==> config.mk <==
export PLATFORM = sky130hd
export DESIGN_NAME = stream_pack_flush
export DESIGN_NICKNAME = d
export VERILOG_FILES = /design/src/rtl/stream_pack_flush.sv
export SDC_FILE = /design/constraint.sdc
export NUM_CORES = 1
export LEC_CHECK = 0
export BUFFER_PORTS_ARGS = -buffer_cell sky130_fd_sc_hd__clkbuf_2
export CAP_MARGIN = 40
export CORE_ASPECT_RATIO = 1.5
export CORE_MARGIN = 2
export CORE_UTILIZATION = 53
export CTS_CLUSTER_DIAMETER = 120
export DETAILED_ROUTE_END_ITERATION = 8
export GPL_ROUTABILITY_DRIVEN = 0
export PLACE_DENSITY = 0.85
export SETUP_SLACK_MARGIN = 0.5
export SLEW_MARGIN = 10
export SYNTH_ARGS = -nofsm -noshare
export SYNTH_HDL_FRONTEND = slang
export SYNTH_SLANG_ARGS = --single-unit
==> constraint.sdc <==
create_clock -name clk -period 3.05 [get_ports clk]
set_input_delay 0.305 -clock clk [delete_from_list [all_inputs] [get_ports clk]]
set_output_delay 0.305 -clock clk [all_outputs]
set_load 0.005 [all_outputs]
==> src/rtl/stream_pack_flush.sv <==
// Packs RATIO input words from a stream FIFO into one wide output beat.
// Supports partial-beat drain, flush of buffered data and sustained one-word-per-cycle throughput.
module stream_pack_flush #(
    parameter int IN_WIDTH = 32,
    parameter int RATIO    = 4
) (
    input  logic                      clk,
    input  logic                      rst,
    input  logic                      flush,
    input  logic                      in_empty_i,
    input  logic [IN_WIDTH-1:0]       in_data_i,
    output logic                      in_ready_o,
    input  logic                      drain_i,
    output logic                      out_valid_o,
    input  logic                      out_ready_i,
    output logic [IN_WIDTH*RATIO-1:0] out_data_o,
    output logic [RATIO-1:0]          out_mask_o
);

    localparam int CW = $clog2(RATIO + 1);

    localparam logic [0:0] S_FILL = 1'b0;
    localparam logic [0:0] S_HOLD = 1'b1;

    logic [0:0]                state_q, state_d;
    logic [CW-1:0]             cnt_q, cnt_d;
    logic [IN_WIDTH*RATIO-1:0] acc_q, acc_d;
    logic [RATIO-1:0]          mask_q, mask_d;
    logic                      accept;
    logic                      fire;

    assign out_valid_o = (state_q == S_HOLD);
    assign in_ready_o  = !rst && !flush && (!out_valid_o || out_ready_i);
    assign accept      = in_ready_o && !in_empty_i;
    assign fire        = out_valid_o && out_ready_i;
    assign out_data_o  = acc_q;
    assign out_mask_o  = mask_q;

    always_comb begin
        state_d = state_q;
        cnt_d   = cnt_q;
        acc_d   = acc_q;
        mask_d  = mask_q;
        if (flush) begin
            state_d = S_FILL;
            cnt_d   = '0;
            acc_d   = '0;
            mask_d  = '0;
        end else if (state_q == S_FILL) begin
            if (accept) begin
                for (int unsigned i = 0; i < RATIO; i++) begin
                    if (cnt_q == CW'(i)) begin
                        acc_d[i*IN_WIDTH +: IN_WIDTH] = in_data_i;
                        mask_d[i]                     = 1'b1;
                    end
                end
                if (cnt_q == CW'(RATIO - 1) || drain_i) begin
                    state_d = S_HOLD;
                    cnt_d   = '0;
                end else begin
                    cnt_d = cnt_q + CW'(1);
                end
            end else if (drain_i && cnt_q != '0) begin
                state_d = S_HOLD;
                cnt_d   = '0;
            end
        end else if (fire) begin
            // An accept in HOLD is only possible alongside fire; it seeds lane 0 of the next beat.
            state_d = S_FILL;
            cnt_d   = '0;
            acc_d   = '0;
            mask_d  = '0;
            if (accept) begin
                acc_d[IN_WIDTH-1:0] = in_data_i;
                mask_d[0]           = 1'b1;
                if (drain_i) begin
                    state_d = S_HOLD;
                end else begin
                    cnt_d = CW'(1);
                end
            end
        end
    end

    always_ff @(posedge clk) begin
        if (rst) begin
            state_q <= S_FILL;
            cnt_q   <= '0;
            acc_q   <= '0;
            mask_q  <= '0;
        end else begin
            state_q <= state_d;
            cnt_q   <= cnt_d;
            acc_q   <= acc_d;
            mask_q  <= mask_d;
        end
    end

endmodule

==> results.py, run 1 <==
metrics = {
    "place": {
        "hpwl_um": 9220,
        "post-place-ws_ns": 1.10,
        "placed_area_mm2": 0.00560,
        "io_buffers": 171,
    },
    "timing": {
        "tns_ns": 0,
        "max_slew.worst_pin.slew_ns": 0.911,
        "min_period_ns": 1.99,
        "setup_slack_ns": 1.06,
        "grt_setup_unrepaired": "false",
        "setup_viol": 0,
        "fin_skew_ns": 0.00797,
        "min_period_over_period_pct": 65.3,
        "finalMaxSlewViolations": 0,
        "fmax_mhz": 502,
        "whs_ns": 0.147,
        "relSlewSlack_pct": 39.1,
        "hold_viol_final": 0,
    },
    "clock_tree": {
        "clk_pin_slew_ns": 0.05,
        "clockRootBuffer": "clkbuf_16",
        "cts_tree": "done",
        "cts_buffer_depth": 2,
        "ctsResizeCount": 0,
        "cts_num_sinks": 136,
        "h-tree-depth": 4,
        "hold_buffers": 0,
        "cts_buffers": 17,
        "cts_setup_buffers": 0,
        "insertion_delay_ns": 0.41,
    },
    "detailed_routing": {
        "wl_um": 13100,
        "routed-via-count": 4490,
        "top_layer": "met4",
        "wl_met2_um": 6480,
        "wl_met1_um": 5070,
        "drt-pass1-iter-count": 5,
        "ant_nets": 0,
        "viasPerCell": 5.68,
        "wl_per_cell_um": 16.6,
        "drc": 0,
        "drt_iter0_drc": 326,
        "met3WireLength_um": 1010,
    },
    "hold_path": {
        "hold_class": "primary input to register",
        "min_to": "out_data_o[120]",
        "holdCritStartpoint": "in_data_i[24]",
        "hold_depth": 2,
    },
    "grt": {
        "grt_pass1_wl_um": 20100,
        "grt_use_total_pct": 27.2,
        "antenna_found_initial": 0,
        "grt_pass1_vias": 4095,
        "grt_overflow_total": 0,
        "grt_max_degree": 66,
    },
    "status": {
        "run_status": "finished, final reports clean",
    },
    "critical_path": {
        "r2r_start": "cnt_q[0]",
        "end_kind": "register",
        "rr_endpoint": "out_data_o[17]",
        "cp-start-kind": "register",
        "cp.arrival_ns": 2.35,
        "critPathKind": "register to register",
        "r2r_slack_ns": 1.06,
        "r2r_cells": 6,
        "cp_max_fo": 20,
        "cp.required_ns": 3.41,
    },
    "logic_synthesis": {
        "synth-async-reset-ratio_pct": 0,
        "synth-seq-area-share_pct": 57.5,
        "synth.ff_latch_count": 136,
        "syn-mean-instance-area_um2": 9.10,
        "synth_top_area_share_pct": 57.5,
        "synth_edf_count": 0,
        "netlist_area_mm2": 0.00473,
        "synth_ff_type": "dfxtp_1",
        "synth_commonest_cells": "dfxtp_1 (136), nand3_1 (108), nand2_1 (80)",
        "syn-num-nets": 563,
        "synthTopCellsByArea": "dfxtp_1 (58%), nand3_1 (11%), o21ai_1 (6.7%)",
        "synth_area_leader_cell": "dfxtp_1",
        "ys.warnings.count": 0,
        "syn_inst": 520,
        "synth.most_common_cell": "dfxtp_1",
        "netlist-cell-type-count": 27,
    },
    "finish": {
        "syn_to_final_growth_pct": 30.0,
        "fillCellCount": 660,
        "layout-drive-gt1-share_pct": 31.3,
        "final_area_mm2": 0.00616,
        "multi_input_area_mm2": 0.00180,
        "final_util_pct": 70.2,
        "seq_area_mm2": 0.00272,
        "num_antenna_cells": 0,
        "num-nets-final": 715,
    },
    "floorplan": {
        "initial_core_util_pct": 53.9,
        "die_w_um": 81.2,
        "pin_count": 172,
        "rows": 42,
        "coreArea_mm2": 0.00878,
        "die_h_um": 120,
        "die-area_mm2": 0.00972,
    },
    "power_and_ir_drop": {
        "cellLeakagePower_nw": 2.74,
        "peakVddDrop_v": 0.000431,
        "power.density_mw_per_mm2": 635,
    },
    "job": {
        "max_cap_viol_count": 0,
    },
}
cells by family after synthesis:
logic type | count (synthesis) | share of synthesized area [%]
AO/OA/AOI/OAI | 123 | 16.3
adder cells (fa/ha/maj) | 5 | 1.32
buffers and inverters | 53 | 5.13
flip-flops | 136 | 57.5
AND/OR/NAND/NOR | 203 | 19.7
power breakdown:
group	total [W]	switching, W	internal (W)
Sequential	0.00181	0.0000126	0.00180
Clock	0.00191	0.000684	0.00123
Combinational	0.000184	0.000128	0.0000563
Total	0.00391	0.000824	0.00308
area by class of cell:
class	instances	share of cell area (%)
clock inverters	3	0.650
multi-input cells	331	29.3
clock buffers	25	8.37
flip-flops and latches	136	44.2
inverters	8	0.488
well taps	110	2.24
repair buffers	178	14.8
worst max-delay path by stage:
| stage | cells past startpoint | start | end | slack, ns |
|---|---|---|---|---|
| after global routing | 6 | cnt_q[0] | out_data_o[17] | 0.93 |
| after floorplan | 5 | cnt_q[0] | out_data_o[100] | 1.49 |
| after detailed placement | 4 | out_valid_o | out_data_o[28] | 1.10 |
| after global placement | 6 | cnt_q[0] | out_data_o[19] | 1.17 |
| final | 6 | cnt_q[0] | out_data_o[17] | 1.06 |
| after CTS | 6 | cnt_q[0] | out_data_o[17] | 1.05 |
cells in the final DEF, fill, tap and decap left out, drive strengths merged, types with 5 or more instances in the layout:
cell    netlist  routed
clkbuf       14     196
dfxtp       136     136
nand3       108     108
nand2        80      80
o21ai        65      65
a22o         34      34
a21oi        18      18
inv           8       8
buf          31       7
nor2          7       7
ha            5       5
layer usage:
metal  vias to the layer above  track usage, %
li1                       2108               -
met1                      2111            32.4
met2                       222            43.8
met3                        49            7.44
met4                         0            14.5
met5                         -               0
state kept, by name, summed over array words and instances (netlist names):
signal,count
out_data_o,128
out_mask_o,4
cnt_q,3
out_valid_o,1
worst max-delay path: stages, from the launching register on:
cell	delay [ns]
dfxtp_1	0.41
inv_1	0.09
ha_1	0.24
a31oi_2	0.58
buf_4	0.37
nand3_1	0.12
nand2_1	0.11
stage by stage:
stage	total power [W]	std cells
2_1_floorplan	0.00194	520
3_3_place_gp	0.00202	763
3_5_place_dp	0.00203	763
4_1_cts	0.00393	791
5_1_grt	0.00402	791
6_report	0.00391	791
Note: power is estimated with default switching activity, not from simulation.
==> run 2, diff against run 1 <==
CORE_UTILIZATION = 44   (was 53)
PLACE_DENSITY = 0.75   (was 0.85)
clock period = 1.8 ns   (was 3.05 ns; I/O delays follow)
==> results.py, run 2 (synthesis gave the netlist of run 1 again) <==
metrics = {
    "status": {
        "run_status": "finished, final reports clean",
    },
    "hold_path": {
        "holdCritStartpoint": "in_data_i[8]",
        "min_to": "out_data_o[104]",
        "hold_depth": 2,
        "hold_class": "primary input to register",
    },
    "power_and_ir_drop": {
        "cellLeakagePower_nw": 3.23,
        "power.density_mw_per_mm2": 976,
        "peakVddDrop_v": 0.000697,
    },
    "clock_tree": {
        "clk_pin_slew_ns": 0.07,
        "clockRootBuffer": "clkbuf_16",
        "cts_buffers": 17,
        "insertion_delay_ns": 0.42,
        "h-tree-depth": 4,
        "cts_num_sinks": 136,
        "cts_tree": "done",
        "cts_buffer_depth": 2,
    },
    "timing": {
        "min_period_ns": 1.44,
        "min_period_over_period_pct": 80.0,
        "max_slew.worst_pin.slew_ns": 0.442,
        "relSlewSlack_pct": 70.6,
        "fmax_mhz": 694,
        "grt_setup_unrepaired": "true",
        "hold_viol_final": 0,
        "setup_viol": 0,
        "fin_skew_ns": 0.00850,
        "finalMaxSlewViolations": 0,
        "tns_ns": 0,
        "whs_ns": 0.00154,
    },
    "grt": {
        "grt_overflow_total": 0,
        "gr-usage-met3_pct": 6.09,
        "use_met2_pct": 39.3,
        "grt_use_met1_pct": 29.7,
        "grt_max_degree": 66,
        "grt.busiest_layer": "met2",
        "grt_use_total_pct": 24.2,
        "antenna_found_initial": 0,
        "grt_pass1_vias": 4119,
        "grt_pass1_wl_um": 21300,
    },
    "floorplan": {
        "die_h_um": 131,
        "coreArea_mm2": 0.0105,
        "die-area_mm2": 0.0116,
        "rows": 46,
        "die_w_um": 88.7,
        "initial_core_util_pct": 45.0,
        "pin_count": 172,
    },
    "critical_path": {
        "cp.required_ns": 2.12,
        "r2r_slack_ns": 0.36,
        "cp.arrival_ns": 1.76,
        "cp-start-kind": "register",
        "r2r_start": "cnt_q[0]",
        "rr_endpoint": "out_data_o[119]",
        "end_kind": "register",
        "r2r_cells": 6,
        "cp_max_fo": 6,
        "critPathKind": "register to register",
    },
    "detailed_routing": {
        "wl_um": 17600,
        "drt-pass1-iter-count": 5,
        "drc": 0,
        "ant_nets": 0,
        "routed-via-count": 4893,
        "wl_per_cell_um": 20.2,
        "drt_iter0_drc": 429,
        "viasPerCell": 5.62,
    },
    "finish": {
        "syn_to_final_growth_pct": 57.5,
        "num-nets-final": 757,
        "final_common_cell": "clkbuf_2",
        "final_cells": 871,
        "largest_register_ffs": 128,
        "layout-drive-gt1-share_pct": 44.6,
        "layout_common_cells": "clkbuf_2 (170), dfxtp_1 (132), nand2_1 (76), nand3_1 (73), o21ai_1 (58)",
        "num_antenna_cells": 0,
    },
    "place": {
        "io_buffers": 171,
        "hpwl_um": 9540,
        "dp.cells": 802,
    },
    "job": {
        "max_cap_viol_count": 0,
    },
}
[run 2: cell types whose count changed in the layout (fill, tap and decap cells not counted), sizes merged]
cell,delta
buf,+28
clkbuf,+6
inv,+6
bufinv,+2
clkinvlp,+2
clkinv,+1
dlygate4sd3,+1
[run 2: per-stage QoR]
step	power, W	area, µm²	setup slack, ns	utilization (%)
after floorplan	0.00330	4900	0.447	-
after global placement	0.00345	5780	0.0772	54.8
after detailed placement	0.00348	5830	0.120	55.4
final	0.00728	7460	0.359	70.8
after CTS	0.00718	6750	0.398	64.1
after global routing	0.00747	7460	0.315	70.8
[run 2: power breakdown]
part | switching [W] | total [W] | leakage (nW) | internal, W
combinational | 0.000294 | 0.000513 | 1.83 | 0.000219
sequential | 0.0000232 | 0.00306 | 1.10 | 0.00304
clock | 0.00141 | 0.00370 | 0.305 | 0.00229
total | 0.00172 | 0.00728 | 3.23 | 0.00555
[run 2: repair_timing]
action                                  CTS  global route
setup buffers                            11             2
hold endpoints to repair                  1             0
endpoints found under the setup margin  135           137
resized for setup                        21            61
pin swaps                                10            72
hold buffers                              1             0
cloned                                    3            20
[run 2: cell type report]
class / instances / area (µm²)
Multi-Input combinational cell: 331 / 2150
Sequential cell: 136 / 2740
Fill cell: 803 / 3080
Tap cell: 144 / 180
Inverter: 8 / 35.0
Clock inverter: 14 / 183
Clock buffer: 18 / 450
Timing Repair Buffer: 220 / 1720
[run 2: worst max path at each step]
stage | from | end | slack [ns] | cells after the start
floorplan | out_valid_o | out_data_o[47] | 0.45 | 7
global placement | cnt_q[0] | out_data_o[119] | 0.08 | 4
detailed placement | in_empty_i | out_data_o[2] | 0.12 | 6
CTS | out_valid_o | out_data_o[28] | 0.40 | 6
global route | out_valid_o | out_data_o[32] | 0.31 | 6
finish | cnt_q[0] | out_data_o[119] | 0.36 | 6
[run 2: critical path, cell delays in order, from the launching register on]
cell	delay (ns)
dfxtp_4	0.40
ha_4	0.16
ha_4	0.16
a21oi_4	0.07
buf_12	0.16
buf_16	0.14
a22o_1	0.23
[run 2: metal layers]
metal  vias up  part of all wire [%]  wire, µm
li1       2230                     -         -
met1      2379                    39      6890
met2       242                    52      9200
met3        42                   5.5       958
met4         0                   2.9       517
met5         -                     0         0
